[src/rtl/rv32_pkg.sv]
// Shared rv32i_seg pipeline types and constants.
// Imported by the fetch stage and the generic pipeline register.
package rv32_pkg;

   localparam int          XLEN_W           = 32;
   localparam logic [31:0] NOP_INSTR        = 32'h0000_0013;  // ADDI x0,x0,0
   localparam logic [31:0] DEFAULT_RESET_PC = 32'h0000_0000;

   typedef struct packed {
      logic        valid;
      logic [31:0] instr;
      logic [31:0] pc;
      logic [31:0] pc4;
   } ifid_t;

   // Value held by an empty IF/ID slot, both after reset and after a flush.
   localparam ifid_t IFID_BUBBLE = '{valid: 1'b0, instr: NOP_INSTR, pc: 32'h0, pc4: 32'h0};

endpackage

[src/rtl/if_stage_ifid_reg.sv]
// Generic pipeline register with hold and flush; priority is flush > hold > load.
// Reused for ID/EX, EX/MEM and MEM/WB by overriding the payload type and bubble value.
module ifid_reg
   import rv32_pkg::*;
#(
   parameter type T      = ifid_t,
   parameter T    BUBBLE = IFID_BUBBLE
) (
   input  logic clk,
   input  logic rst_n,
   input  logic hold_i,
   input  logic flush_i,
   input  T     d_i,
   output T     q_o
);

   T data_q;
   T data_d;

   always_comb begin
      data_d = data_q;
      if (flush_i) begin
         data_d = BUBBLE;
      end else if (!hold_i) begin
         data_d = d_i;
      end
   end

   // NOTE: state updates use non-blocking assignments so every register samples pre-edge values.
   always_ff @(posedge clk or negedge rst_n) begin
      if (!rst_n) begin
         data_q <= BUBBLE;
      end else begin
         data_q <= data_d;
      end
   end

   assign q_o = data_q;

endmodule

[src/rtl/if_stage.sv]
// Instruction-fetch stage: PC register, imem address and IF/ID register.
// Define IF_STAGE_PERF_EN to add saturating perf_fetched / perf_bubbles counters.
module if_stage
   import rv32_pkg::*;
#(
   parameter logic [31:0] RESET_PC = DEFAULT_RESET_PC,
   parameter int          XLEN     = XLEN_W
) (
   input  logic            clk,
   input  logic            reset,
   input  logic            stall,
   input  logic            redirect,
   input  logic [XLEN-1:0] redirect_pc,
   output logic [XLEN-1:0] imem_addr,
   input  logic [31:0]     imem_rdata,
   output logic            ifid_valid,
   output logic [31:0]     ifid_instr,
   output logic [XLEN-1:0] ifid_pc,
   output logic [XLEN-1:0] ifid_pc4,
   output logic            misalign_err
`ifdef IF_STAGE_PERF_EN
  ,output logic [31:0]     perf_fetched,
   output logic [31:0]     perf_bubbles
`endif
);

   logic [XLEN-1:0] pc_q, pc_d;
   logic [XLEN-1:0] pc_plus4;
   logic            misalign_q, misalign_d;
   logic            advance;
   ifid_t           ifid_d, ifid_q;

   assign pc_plus4 = pc_q + 32'd4;
   assign advance  = !redirect && !stall;

   // NOTE: every always_comb output gets a default first, so no path can infer a latch.
   always_comb begin
      pc_d       = pc_q;
      misalign_d = misalign_q;
      if (redirect) begin
         pc_d = {redirect_pc[XLEN-1:2], 2'b00};
         if (redirect_pc[1:0] != 2'b00) begin
            misalign_d = 1'b1;
         end
      end else if (!stall) begin
         pc_d = pc_plus4;
      end
   end

   always_ff @(posedge clk or negedge reset) begin
      if (!reset) begin
         pc_q       <= RESET_PC;
         misalign_q <= 1'b0;
      end else begin
         pc_q       <= pc_d;
         misalign_q <= misalign_d;
      end
   end

   assign ifid_d = '{valid: 1'b1, instr: imem_rdata, pc: pc_q, pc4: pc_plus4};

   ifid_reg #(
      .T      (ifid_t),
      .BUBBLE (IFID_BUBBLE)
   ) u_ifid_reg (
      .clk     (clk),
      .rst_n   (reset),
      .hold_i  (stall),
      .flush_i (redirect),
      .d_i     (ifid_d),
      .q_o     (ifid_q)
   );

   assign imem_addr    = pc_q;
   assign ifid_valid   = ifid_q.valid;
   assign ifid_instr   = ifid_q.instr;
   assign ifid_pc      = ifid_q.pc;
   assign ifid_pc4     = ifid_q.pc4;
   assign misalign_err = misalign_q;

`ifdef IF_STAGE_PERF_EN
   logic [31:0] fetched_q, fetched_d;
   logic [31:0] bubbles_q, bubbles_d;

   // Counters saturate at all-ones rather than wrapping.
   always_comb begin
      fetched_d = fetched_q;
      bubbles_d = bubbles_q;
      if (advance) begin
         if (fetched_q != 32'hFFFF_FFFF) fetched_d = fetched_q + 32'd1;
      end else begin
         if (bubbles_q != 32'hFFFF_FFFF) bubbles_d = bubbles_q + 32'd1;
      end
   end

   always_ff @(posedge clk or negedge reset) begin
      if (!reset) begin
         fetched_q <= 32'h0;
         bubbles_q <= 32'h0;
      end else begin
         fetched_q <= fetched_d;
         bubbles_q <= bubbles_d;
      end
   end

   assign perf_fetched = fetched_q;
   assign perf_bubbles = bubbles_q;
`else
   logic unused_advance;
   assign unused_advance = advance;
`endif

endmodule
[config.mk]
export PLATFORM = sky130hd
export DESIGN_NAME = if_stage
export DESIGN_NICKNAME = d
export VERILOG_FILES = /design/src/rtl/rv32_pkg.sv /design/src/rtl/if_stage_ifid_reg.sv /design/src/rtl/if_stage.sv
export SDC_FILE = /design/constraint.sdc
export NUM_CORES = 1
export LEC_CHECK = 0
export CAP_MARGIN = 20
export CORE_ASPECT_RATIO = 1.4
export CORE_UTILIZATION = 35
export CTS_CLUSTER_SIZE = 8
export DETAILED_ROUTE_END_ITERATION = 8
export PLACE_DENSITY = 0.7
export SYNTH_ARGS = -nofsm -noshare
export SYNTH_HDL_FRONTEND = slang
export SYNTH_SLANG_ARGS = --single-unit
[constraint.sdc]
create_clock -name clk -period 2.15 [get_ports clk]
set_clock_uncertainty 0.2 [all_clocks]
set_input_delay 0.43 -clock clk [delete_from_list [all_inputs] [get_ports clk]]
set_output_delay 0.43 -clock clk [all_outputs]
set_load 0.005 [all_outputs]
After elaboration in Yosys (flattened, before gate mapping)
Index checks and enable logic that the tools add are counted.
Operators by class
  add/subtract/negate cells: 1
  $mul: 0
  divide/modulo/power cells: 0
  magnitude comparators: 0
  equality and inequality tests: 1
  reduce and logical (&&, ||, !) cells: 2
  bitwise gates (word level): 0
  shift-type cells: 0
  mux-type cells: 4
Operators with widths (count)
  $mux 97: 2
  $mux 32: 2
  $add 32x3->32 const B: 1
  $ne 2x1->1 const B: 1
  $reduce_and 2->1: 1
  $reduce_bool 2->1: 1
Word-level totals
  bits in writable memories: 0
  output and inout port bits: 130
  memories: 0
  logic and storage cells: 14
  register bits after elaboration: 130
  bits in latches: 0
  input port bits: 68
  bits in read-only memories: 0

Depth between registers and ports, before layout
Gate-level depths: netlist of run 1.
  depth in word-level cells: 3
  gate-level depth with buffers: 7
  gate-level depth less buffers: 5

Modules after synthesis
Synthesis of run 1 repeated with hierarchy kept, for this count alone.
Second synthesis, totals
  cells, all modules: 594
  area total of the unflattened synthesis: 6256.0 µm²
Modules (own cells, without submodules)
  ifid_reg: sequential area each 2431.1 µm², cells each 313, area each 3945.0 µm², times used 1
  if_stage: sequential area each 775.7 µm², cells each 281, area each 2311.0 µm², times used 1

Worst setup path before layout of run 1
Ideal clock, no wire load.
  kind: register to register
  start: reg pc_q[2] (netlist: imem_addr[2])
  end: reg u_ifid_reg.data_q, in the netlist u_ifid_reg.q_o[22]
  required time: 1.828 ns
  period minus slack after synthesis: 2.266 ns
  path slack: -0.116 ns
  cell stages (with the launch flop): 7
  data arrival time: 1.945 ns
  buffers on the path: 1
  setup time: 0.122 ns
  path through: dfrtp_1 -> ha_1 -> nand4_1 -> or4_4 -> buf_2 -> or3_1 -> o2111a_1
On the way
  longest elaborated chain between the ends: 3
RTL lines
  from (decl): RTL line if_stage.sv:27  | logic [XLEN-1:0] pc_q, pc_d;
  from (signal assigned): RTL line if_stage.sv:55  | pc_q <= pc_d;
  $add 32x3->32: RTL line if_stage.sv:33  | assign pc_plus4 = pc_q + 32'd4;
  $mux 97: RTL line if_stage_ifid_reg.sv:24  | end else if (!hold_i) begin
  $mux 97: RTL line if_stage_ifid_reg.sv:22  | if (flush_i) begin
  to (signal assigned): RTL line if_stage_ifid_reg.sv:34  | data_q <= data_d;
  to (decl): RTL line if_stage_ifid_reg.sv:17  | T data_q;
Every way passes these cells. The select of a mux whose other input is x is not followed.
A chain may end at the register's enable or synchronous reset.

Worst setup path after layout of run 1
  start: reg pc_q[3] (netlist: imem_addr[3])
  end: reg pc_q[22] (netlist: imem_addr[22])
On the way
  longest elaborated chain between the ends: 3
RTL lines
  $add 32x3->32: RTL line if_stage.sv:33
  $mux 32: RTL line if_stage.sv:45  | end else if (!stall) begin
  $mux 32: RTL line if_stage.sv:40  | if (redirect) begin
Every way passes these cells. The select of a mux whose other input is x is not followed.

==> results of run 1 <==
[cells by family after synthesis]
| group | synth area share |
|---|---|
| mux | 0.09188 |
| fa+ha+maj | 0.002046 |
| other cells | 0.0006133 |
| buf+inv | 0.05361 |
| flops | 0.5122 |
| simple gates | 0.1938 |
| compound gates | 0.1144 |
| xor+xnor | 0.03151 |
[state kept, by name, summed over array words and instances (netlist names)]
signal	count
imem_addr	30
misalign_err	1
u_ifid_reg.q_o	94
[routing by layer]
layer / wire, um / part of all wire
met1: 7828 / 0.38
met2: 10680 / 0.53
met3: 1240 / 0.061
met4: 588 / 0.029
met5: 0 / 0
[power breakdown]
part / switching [mW] / leakage (nW) / internal, mW / total [mW]
Clock: 1.11 / 0.298 / 2.01 / 3.12
Combinational: 0.628 / 2.45 / 0.765 / 1.39
Sequential: 0.126 / 1.59 / 2.53 / 2.65
Total: 1.87 / 4.34 / 5.30 / 7.17
[stage by stage]
stage | std cells | hold WS [ns]
2_1_floorplan | 620 | -0.06559
3_3_place_gp | 1070 | 0.2285
3_5_place_dp | 1070 | 0.2261
4_1_cts | 1116 | 0.1823
5_1_grt | 1132 | 0.2162
6_report | 1132 | 0.2037
[worst max-delay path, cell delays in order (launching register included)]
cell and delay, ns:
dfrtp_1 0.35, ha_2 0.18, nand4_1 0.19, or4_4 0.60, or4_1 0.50, a31oi_1 0.17
[worst max path at each step]
stage / from / endpoint / slack, ns
floorplan: imem_addr[13] / u_ifid_reg.q_o[22] / -0.0006
global placement: imem_addr[3] / imem_addr[14] / -0.1
detailed placement: imem_addr[3] / imem_addr[14] / -0.15
CTS: imem_addr[3] / imem_addr[22] / -0.07
global route: imem_addr[3] / imem_addr[22] / -0.18
finish: imem_addr[3] / imem_addr[22] / -0.12
[final cells by class]
type | instances | share of cell area
clock buffer | 19 | 0.04551
clock inverter | 13 | 0.01898
inverter | 14 | 0.005280
multi-input combinational | 419 | 0.2909
sequential | 125 | 0.3154
tap | 232 | 0.02917
timing repair buffer | 310 | 0.2947
[cell usage after synthesis (all sizes together), types with 10 or more instances]
cell type	count	share of area
a21oi	14	0.011
nand4	19	0.024
nand3	14	0.011
or4	14	0.018
a211oi	10	0.012
inv	12	0.0074
mux2i	55	0.090
o21ai	23	0.019
buf	26	0.022
nor4	12	0.013
dfrtp	122	0.50
a31oi	10	0.010
nor2	91	0.056
nand2	48	0.029
xnor2	18	0.026
clkbuf	37	0.023
[repair_timing]
item,CTS,global route
pin swaps,13,24
hold buffers,1,0
resized for setup,24,52
cloned,2,1
setup endpoints to repair,30,48
endpoints found under the hold margin,45,0
buffers inserted,11,15
==> flow_summary.toml, run 1 <==
[yosys]
ys_seq_elements = 125
syn_area_per_cell_um2 = 9.878
ys.flop_type = "dfrtp_1"
synth_area_um2 = 6115
synth-async-reset-ratio = 1.000
synth_cells = 619
synth.yosys.warnings = 0
ys_seq_area_frac = 0.5122
synth_edf_count = 0
synth_cell_types = 51

[route]
drc_errors = 0
wl_per_cell_um = 17.96
ant_nets = 0
first_pass_iters = 4
vias = 5911
wl_mm = 20.34
drt_iter0_markers = 289
drt-vias-per-instance = 5.222

[sta]
rsz0062_at_grt = "true"
post-route-period-util = 1.057
post-route-min-period_ns = 2.273
setup_viol = 15
hold_viol = 0
max_slew_margin = 0.6565
finalMaxSlewViolations = 0
final.setup.worst_slack_ns = -0.1227
tns_ns = -0.9176
worst_pin_slew_ns = 0.5152
fmax_ghz = 0.4400

[cts]
cts_root_buf = "clkbuf_16"
cts_buffer_depth = 2
cts_sinks = 125
cts_buffers = 17
clk_latency_ns = 0.42
cts-htree-levels = 4
cts_tree = "yes"
clk_pin_slew_worst_paths_ns = 0.06

[pwr]
power_density_nw_per_um2 = 720.0
p_total_mw = 7.165
leakagePower_nw = 4.336
ir_worst_vdd_uv = 409.1

[floorplanning]
die_area_um2 = 18010
fp-row-count = 56
top_level_ports = 198
start_util = 0.3606
die_x_um = 113.7
core_area_um2 = 16960
die_h_um = 158.4

[global_route]
grt_overflow = 0
grt_usage = 0.2232
antenna_found_initial = 0
grtUsageMet2 = 0.3978
grt_pass1_wl_mm = 30.90
grt_max_degree = 51
grt_use_met1 = 0.2540
grt_pass1_vias = 5834
grt.busiest_layer = "met2"
use_met3 = 0.05367

[layout]
layout_commonest_cell = "clkdlybuf4s50_1"
fin_nets = 956
final_cell_mix = "clkdlybuf4s50_1, dfrtp_1, buf_4"
fill_cells = 1473
regArea_um2 = 3139
area_growth_pct = 62.76
multiInputGateArea_um2 = 2895
final_util = 0.5869
drive_gt1_frac = 0.2200
fin_area_um2 = 9952
diodes = 0

[placement]
dp_hpwl_mm = 13.39
io_buffers = 195
dpl_cell_area_um2 = 8787
place_ws_ns = -0.1450
routabilityCongestion = 0.8538

[setup_path]
required_ns = 2.29
reg2reg_depth = 5
cp_data_arrival_time_ns = 2.41
regToRegSetupSlack_ns = -0.12
start_kind = "register"
r2r-start = "imem_addr[3]"
timing.rr.end = "imem_addr[22]"
cp_max_fo = 5
endpoint_kind = "register"
critPathKind = "register to register"

[flow_run]
max_cap_violations = 0

[min_path]
min-delay-start = "redirect"
hold_end = "imem_addr[13]"
hold_depth = 3
hold_class = "input pin to register"

[run_status]
status = "finished, violations left"
violations = "setup timing"
(Power assumes the default switching activity.)
==> inputs of run 2 (changes only) <==
--- a/config.mk
+++ b/config.mk
@@ -6,11 +6,12 @@
 export NUM_CORES = 1
 export LEC_CHECK = 0
 export CAP_MARGIN = 20
-export CORE_ASPECT_RATIO = 1.4
 export CORE_UTILIZATION = 35
+export CTS_BUF_LIST = sky130_fd_sc_hd__clkbuf_8 sky130_fd_sc_hd__clkbuf_16
 export CTS_CLUSTER_SIZE = 8
 export DETAILED_ROUTE_END_ITERATION = 8
 export PLACE_DENSITY = 0.7
 export SYNTH_ARGS = -nofsm -noshare
 export SYNTH_HDL_FRONTEND = slang
+export SYNTH_HIERARCHICAL = 1
 export SYNTH_SLANG_ARGS = --single-unit
==> run 2 against run 1 <==
  * The flow now finishes without violations
  * Critical path type is now register to output port
  * Global-route usage is 2.0 points lower
  * Area after synthesis up 2.3%
  * Combinational power is 3% lower
  * Clock power about the same
  * Setup slack improved by 0.14 ns
  * Largest power group unchanged
==> flow_summary.toml, run 2 <==
[yosys]
post_synth_main_area_contributors = "dfrtp_1, mux2i_1, nor2_1"
synth_cells = 594
ys_seq_area_frac = 0.5126
synth_top_cell_area_share = 0.5000
synth_edf_count = 0
synth_common_cells = "dfrtp_1, nor2_1, mux2i_1, nand2_1, clkbuf_1"
syn_area_per_cell_um2 = 10.53
synth.yosys.warnings = 6
synth_area_um2 = 6256
synth-async-reset-ratio = 1.000
synth_cell_types = 46
synth_largest_area_cell = "dfrtp_1"
ys.flop_type = "dfrtp_1"
yosysMostFrequentCell = "dfrtp_1"
ys_seq_elements = 128

[cts]
cts_sinks = 128
cts_tree = "yes"
cts-htree-levels = 4
clk_latency_ns = 0.42
cts_buffers = 17
cts_buffer_depth = 2
cts_root_buf = "clkbuf_16"
clk_pin_slew_worst_paths_ns = 0.06

[pwr]
power_density_nw_per_um2 = 743.0
ir_worst_vdd_uv = 574.6
leakagePower_nw = 4.345

[floorplanning]
fp-row-count = 48
core_area_um2 = 17360
die_x_um = 135.7
die_area_um2 = 18410
top_level_ports = 198
start_util = 0.3604
die_h_um = 135.7

[route]
drc_errors = 0
drt-vias-per-instance = 5.026
vias = 5448
drt_iter0_markers = 351
ant_nets = 0
wl_mm = 18.45
wl_per_cell_um = 17.02
first_pass_iters = 5

[global_route]
grt_overflow = 0
grtUsageMet2 = 0.3152
use_met3 = 0.06958
grt_usage = 0.2032
grt_max_degree = 52
grt_use_met1 = 0.2596
grt_pass1_vias = 5218
grt_pass1_wl_mm = 28.60
grt.busiest_layer = "met2"
antenna_found_initial = 0

[sta]
rsz0062_at_grt = "true"
finalMaxSlewViolations = 0
final.setup.worst_slack_ns = 0.02232
fmax_ghz = 0.4700
post-route-period-util = 0.9896
setup_viol = 0
post-route-min-period_ns = 2.128
hold_viol = 0

[layout]
final_cell_mix = "clkdlybuf4s50_1, dfrtp_1, nor2_1"
fin_nets = 915
area_growth_pct = 54.20
final_util = 0.5558
layout_commonest_cell = "clkdlybuf4s50_1"
fin_cells = 1084
diodes = 0
drive_gt1_frac = 0.1560
largest_reg_flops = 97

[min_path]
hold_class = "input pin to register"

[placement]
io_buffers = 195
routabilityCongestion = 0.8318
dp_hpwl_mm = 13.15
dp_cells = 1034
place_ws_ns = -0.01913

[setup_path]
endpoint_kind = "output port"
start_kind = "register"
critPathKind = "register to output port"
path_cells = "buf_6 > clkdlybuf4s50_1"
required_ns = 1.52
slowest_stage = "clkdlybuf4s50_1"
cpPeakStageDelay_ns = 0.49
cp_max_fo = 4
cp_data_arrival_time_ns = 1.50

[run_status]
status = "finished, final reports clean"

[flow_run]
max_cap_violations = 0
## run 2: changes by cell type after synthesis, moves of 7 or more
| cell | change |
|---|---|
| a211oi_1 | -10 |
| a21oi_1 | -14 |
| a311oi_1 | -9 |
| buf_1 | -7 |
| clkbuf_1 | -12 |
| inv_1 | -9 |
| mux2i_1 | +40 |
| nand2_1 | -15 |
| nor2_1 | +26 |
| nor4_1 | -9 |
| xor2_1 | +16 |
## run 2: path summary, 6_finish.rpt
path	startpoint	end	slack (ns)	cells past startpoint
worst max-delay path	imem_addr[20]	imem_addr[20]	0.02	2
worst max register to register	imem_addr[17]	imem_addr[27]	0.03	5
worst min register to register	misalign_err	misalign_err	0.27	1
worst min-delay path	redirect	u_ifid_reg/q_o[52]	0.19	2
max in group asynchronous	reset	u_ifid_reg/q_o[64]	0.82	3
min in group asynchronous	reset	imem_addr[22]	0.34	2
## run 2: critical path, delay by kind of cell, from the launching register on
family / cells / cell delay, ns
buffers and inverters: 2 / 0.64
DFF: 1 / 0.44
## run 2: final cells by class
type | instances | area, um^2
clock buffer | 19 | 452.9
clock inverter | 13 | 186.4
fill | 1530 | 7710
inverter | 3 | 11.26
multi-input combinational | 422 | 2819
sequential | 128 | 3213
tap | 225 | 281.5
timing repair buffer | 274 | 2683
## run 2: stage by stage
stage / area, um^2 / TNS (ns) / power (mW) / hold slack [ns]
final: 9647 / 0 / 7.167 / 0.1947
after global routing: 9647 / -0.1630 / 7.485 / 0.1808
after CTS: 9473 / 0 / 7.187 / 0.1773
after detailed placement: 8772 / -0.01913 / 4.042 / 0.2046
after global placement: 8772 / 0 / 4.025 / 0.2009
after floorplan: 6325 / -0.06111 / 3.274 / -0.06559
## run 2: cell families after synthesis
family / after synthesis / share of synthesized area
AND/OR/NAND/NOR: 232 / 0.1812
flip-flops: 128 / 0.5126
multiplexers: 95 / 0.1520
buffers and inverters: 49 / 0.04680
AO/OA/AOI/OAI: 47 / 0.04820
XOR/XNOR: 40 / 0.05600
other: 2 / 0.001200
adder cells (fa/ha/maj): 1 / 0.002000
## run 2: what timing repair did
item,in CTS,in global routing
setup buffers,6,11
hold buffers,1,0
setup endpoints to repair,8,37
gates resized for setup,5,27
gates cloned,0,0
pin swaps,1,3
hold endpoints to repair,42,0
## run 2: power by group
part	switching (mW)	internal, mW	leakage [nW]
sequential	0.128	2.59	1.64
clock	1.10	2.00	0.307
combinational	0.582	0.765	2.40
total	1.81	5.36	4.34
## run 2: routing by layer
metal / share of wire / wire length [um]
met3: 0.10 / 1867
met1: 0.43 / 7937
met2: 0.45 / 8370
met5: 0 / 0
met4: 0.015 / 277
==> inputs of run 3 (changes only) <==
--- a/config.mk
+++ b/config.mk
@@ -10,7 +10,10 @@
 export CTS_BUF_LIST = sky130_fd_sc_hd__clkbuf_8 sky130_fd_sc_hd__clkbuf_16
 export CTS_CLUSTER_SIZE = 8
 export DETAILED_ROUTE_END_ITERATION = 8
+export GPL_TIMING_DRIVEN = 0
 export PLACE_DENSITY = 0.7
+export REMOVE_ABC_BUFFERS = 1
+export SLEW_MARGIN = 15
 export SYNTH_ARGS = -nofsm -noshare
 export SYNTH_HDL_FRONTEND = slang
 export SYNTH_HIERARCHICAL = 1
==> run 3 against run 2 <==
  * Sequential cell count did not move
  * Core utilization fell by 0.52 points
  * First-iteration DRC count fell by 7.7%
  * Via count fell by 2.3%
  * Combinational power fell by 6%
  * Maximum frequency rose by 1.2%
  * Critical path type is now register to register
  * Sequential share of layout area rose by 0.59 points
  * Largest power group unchanged
  * Die area did not move
==> flow_summary.toml, run 3 (synthesis results as in run 2) <==
[floorplanning]
die_h_um = 135.7
core_area_um2 = 17360
top_level_ports = 198
die_x_um = 135.7
fp-row-count = 48
die_area_um2 = 18410
start_util = 0.3604

[sta]
tns_ns = 0
max_slew_margin = 0.6021
post-route-period-util = 0.9776
fmax_ghz = 0.4758
rsz0062_at_grt = "true"
finalMaxSlewViolations = 0
worst_pin_slew_ns = 0.5936
post-route-min-period_ns = 2.102
setup_viol = 0
hold_viol = 0

[global_route]
grt_overflow = 0
antenna_found_initial = 1
grt_pass1_wl_mm = 28.23
grt_usage = 0.2002
grt_max_degree = 97
grt_pass1_vias = 5193

[cts]
cts-htree-levels = 4
cts_tree = "yes"
cts_sinks = 128
clk_pin_slew_worst_paths_ns = 0.06
cts_root_buf = "clkbuf_16"
cts_buffer_depth = 2
clk_latency_ns = 0.42
cts_buffers = 17

[setup_path]
r2r-start = "imem_addr[3]"
endpoint_kind = "register"
required_ns = 2.28
regToRegSetupSlack_ns = 0.05
critPathKind = "register to register"
reg2reg_depth = 4
cp_data_arrival_time_ns = 2.23
start_kind = "register"
cp_max_fo = 7
timing.rr.end = "imem_addr[21]"

[route]
ant_nets = 0
drc_errors = 0
drt-vias-per-instance = 4.992
first_pass_iters = 5
wl_per_cell_um = 16.92
drt_iter0_markers = 324
vias = 5322
wl_mm = 18.04

[placement]
dp_hpwl_mm = 10.87
dp_cells = 976
io_buffers = 195
routabilityCongestion = 0.7412

[layout]
area_growth_pct = 52.76
fin_cells = 1066
fill_cells = 1516
fin_nets = 896
largest_reg_flops = 97
drive_gt1_frac = 0.1702
final_cell_mix = "clkdlybuf4s50_1, nor2_1, dfrtp_1"
layout_commonest_cell = "clkdlybuf4s50_1"
final_util = 0.5506

[pwr]
combPwrFrac = 0.182
switching_share = 0.2533
p_switching_mw = 1.765
ir_worst_vdd_uv = 557.1
p_int_mw = 5.204
leakagePower_nw = 4.211
p_total_mw = 6.969
p_seq_frac = 0.397
clkPwrFrac = 0.421
power_density_nw_per_um2 = 729.2

[min_path]
hold_end = "u_ifid_reg/q_o[37]"
min-delay-start = "redirect"
hold_class = "input pin to register"
hold_depth = 2

[run_status]
status = "finished, final reports clean"

[flow_run]
max_cap_violations = 0
[run 3: worst max-delay path, cell delays in order (launching register included)]
cell and delay (ns):
dfrtp_2 0.45, nand3_4 0.13, or4_4 0.57, or4b_1 0.47, a31oi_1 0.19
[run 3: how the worst max path moves through the flow]
stage | start | endpoint | slack (ns) | depth (start not counted)
6_report | imem_addr[3] | imem_addr[21] | 0.05 | 4
2_1_floorplan | imem_addr[4] | imem_addr[21] | -0.13 | 4
3_3_place_gp | redirect | imem_addr[31] | -5.29 | 5
3_5_place_dp | stall | imem_addr[29] | -0.66 | 6
4_1_cts | imem_addr[3] | u_ifid_reg/q_o[22] | -0.0009 | 8
5_1_grt | imem_addr[3] | imem_addr[28] | -0.05 | 6
[run 3: area by class of cell]
class / count / area (um^2) / area share
clock buffer: 19 / 452.9 / 0.04739
timing repair inverter: 1 / 5.005 / 0.0005237
clock inverter: 13 / 143.9 / 0.01506
inverter: 3 / 15.01 / 0.001571
tap: 225 / 281.5 / 0.02946
antenna: 1 / 2.502 / 0.0002618
sequential: 128 / 3239 / 0.3390
multi-input combinational: 422 / 2844 / 0.2976
timing repair buffer: 254 / 2572 / 0.2692
[run 3: what timing repair did]
item / 4_1_cts / 5_1_grt
pin swaps: 8 / 16
setup buffers: 37 / 16
endpoints found under the setup margin: 50 / 31
endpoints found under the hold margin: 53 / 0
resized for setup: 27 / 29
gates cloned: 2 / 1
hold buffers: 1 / 0
[run 3: per-stage QoR]
stage	hold slack (ns)	instance area, um^2	setup WS (ns)
finish	0.1615	9557	0.04820
detailed placement	0.1833	8320	-0.6626
CTS	0.1527	9335	-0.0008809
floorplan	-0.06559	5993	-0.1324
global route	0.1737	9554	-0.05062
global placement	0.2548	8227	-5.291
[run 3: power by group through the flow]
stage	Clock, mW	Combinational [mW]	Sequential, mW
2_1_floorplan	0	0.340	2.81
5_1_grt	3.11	1.38	2.79
4_1_cts	3.01	1.21	2.76
3_3_place_gp	0	1.11	2.84
6_report	2.93	1.27	2.76
3_5_place_dp	0	1.05	2.84
[run 3: routing by layer]
layer	wire (um)	vias up	track usage
met1	7968	2578	0.2629
met2	8222	190	0.3104
met3	1645	19	0.06622
met5	0	-	0
li1	-	2535	-
met4	199	0	0.06180
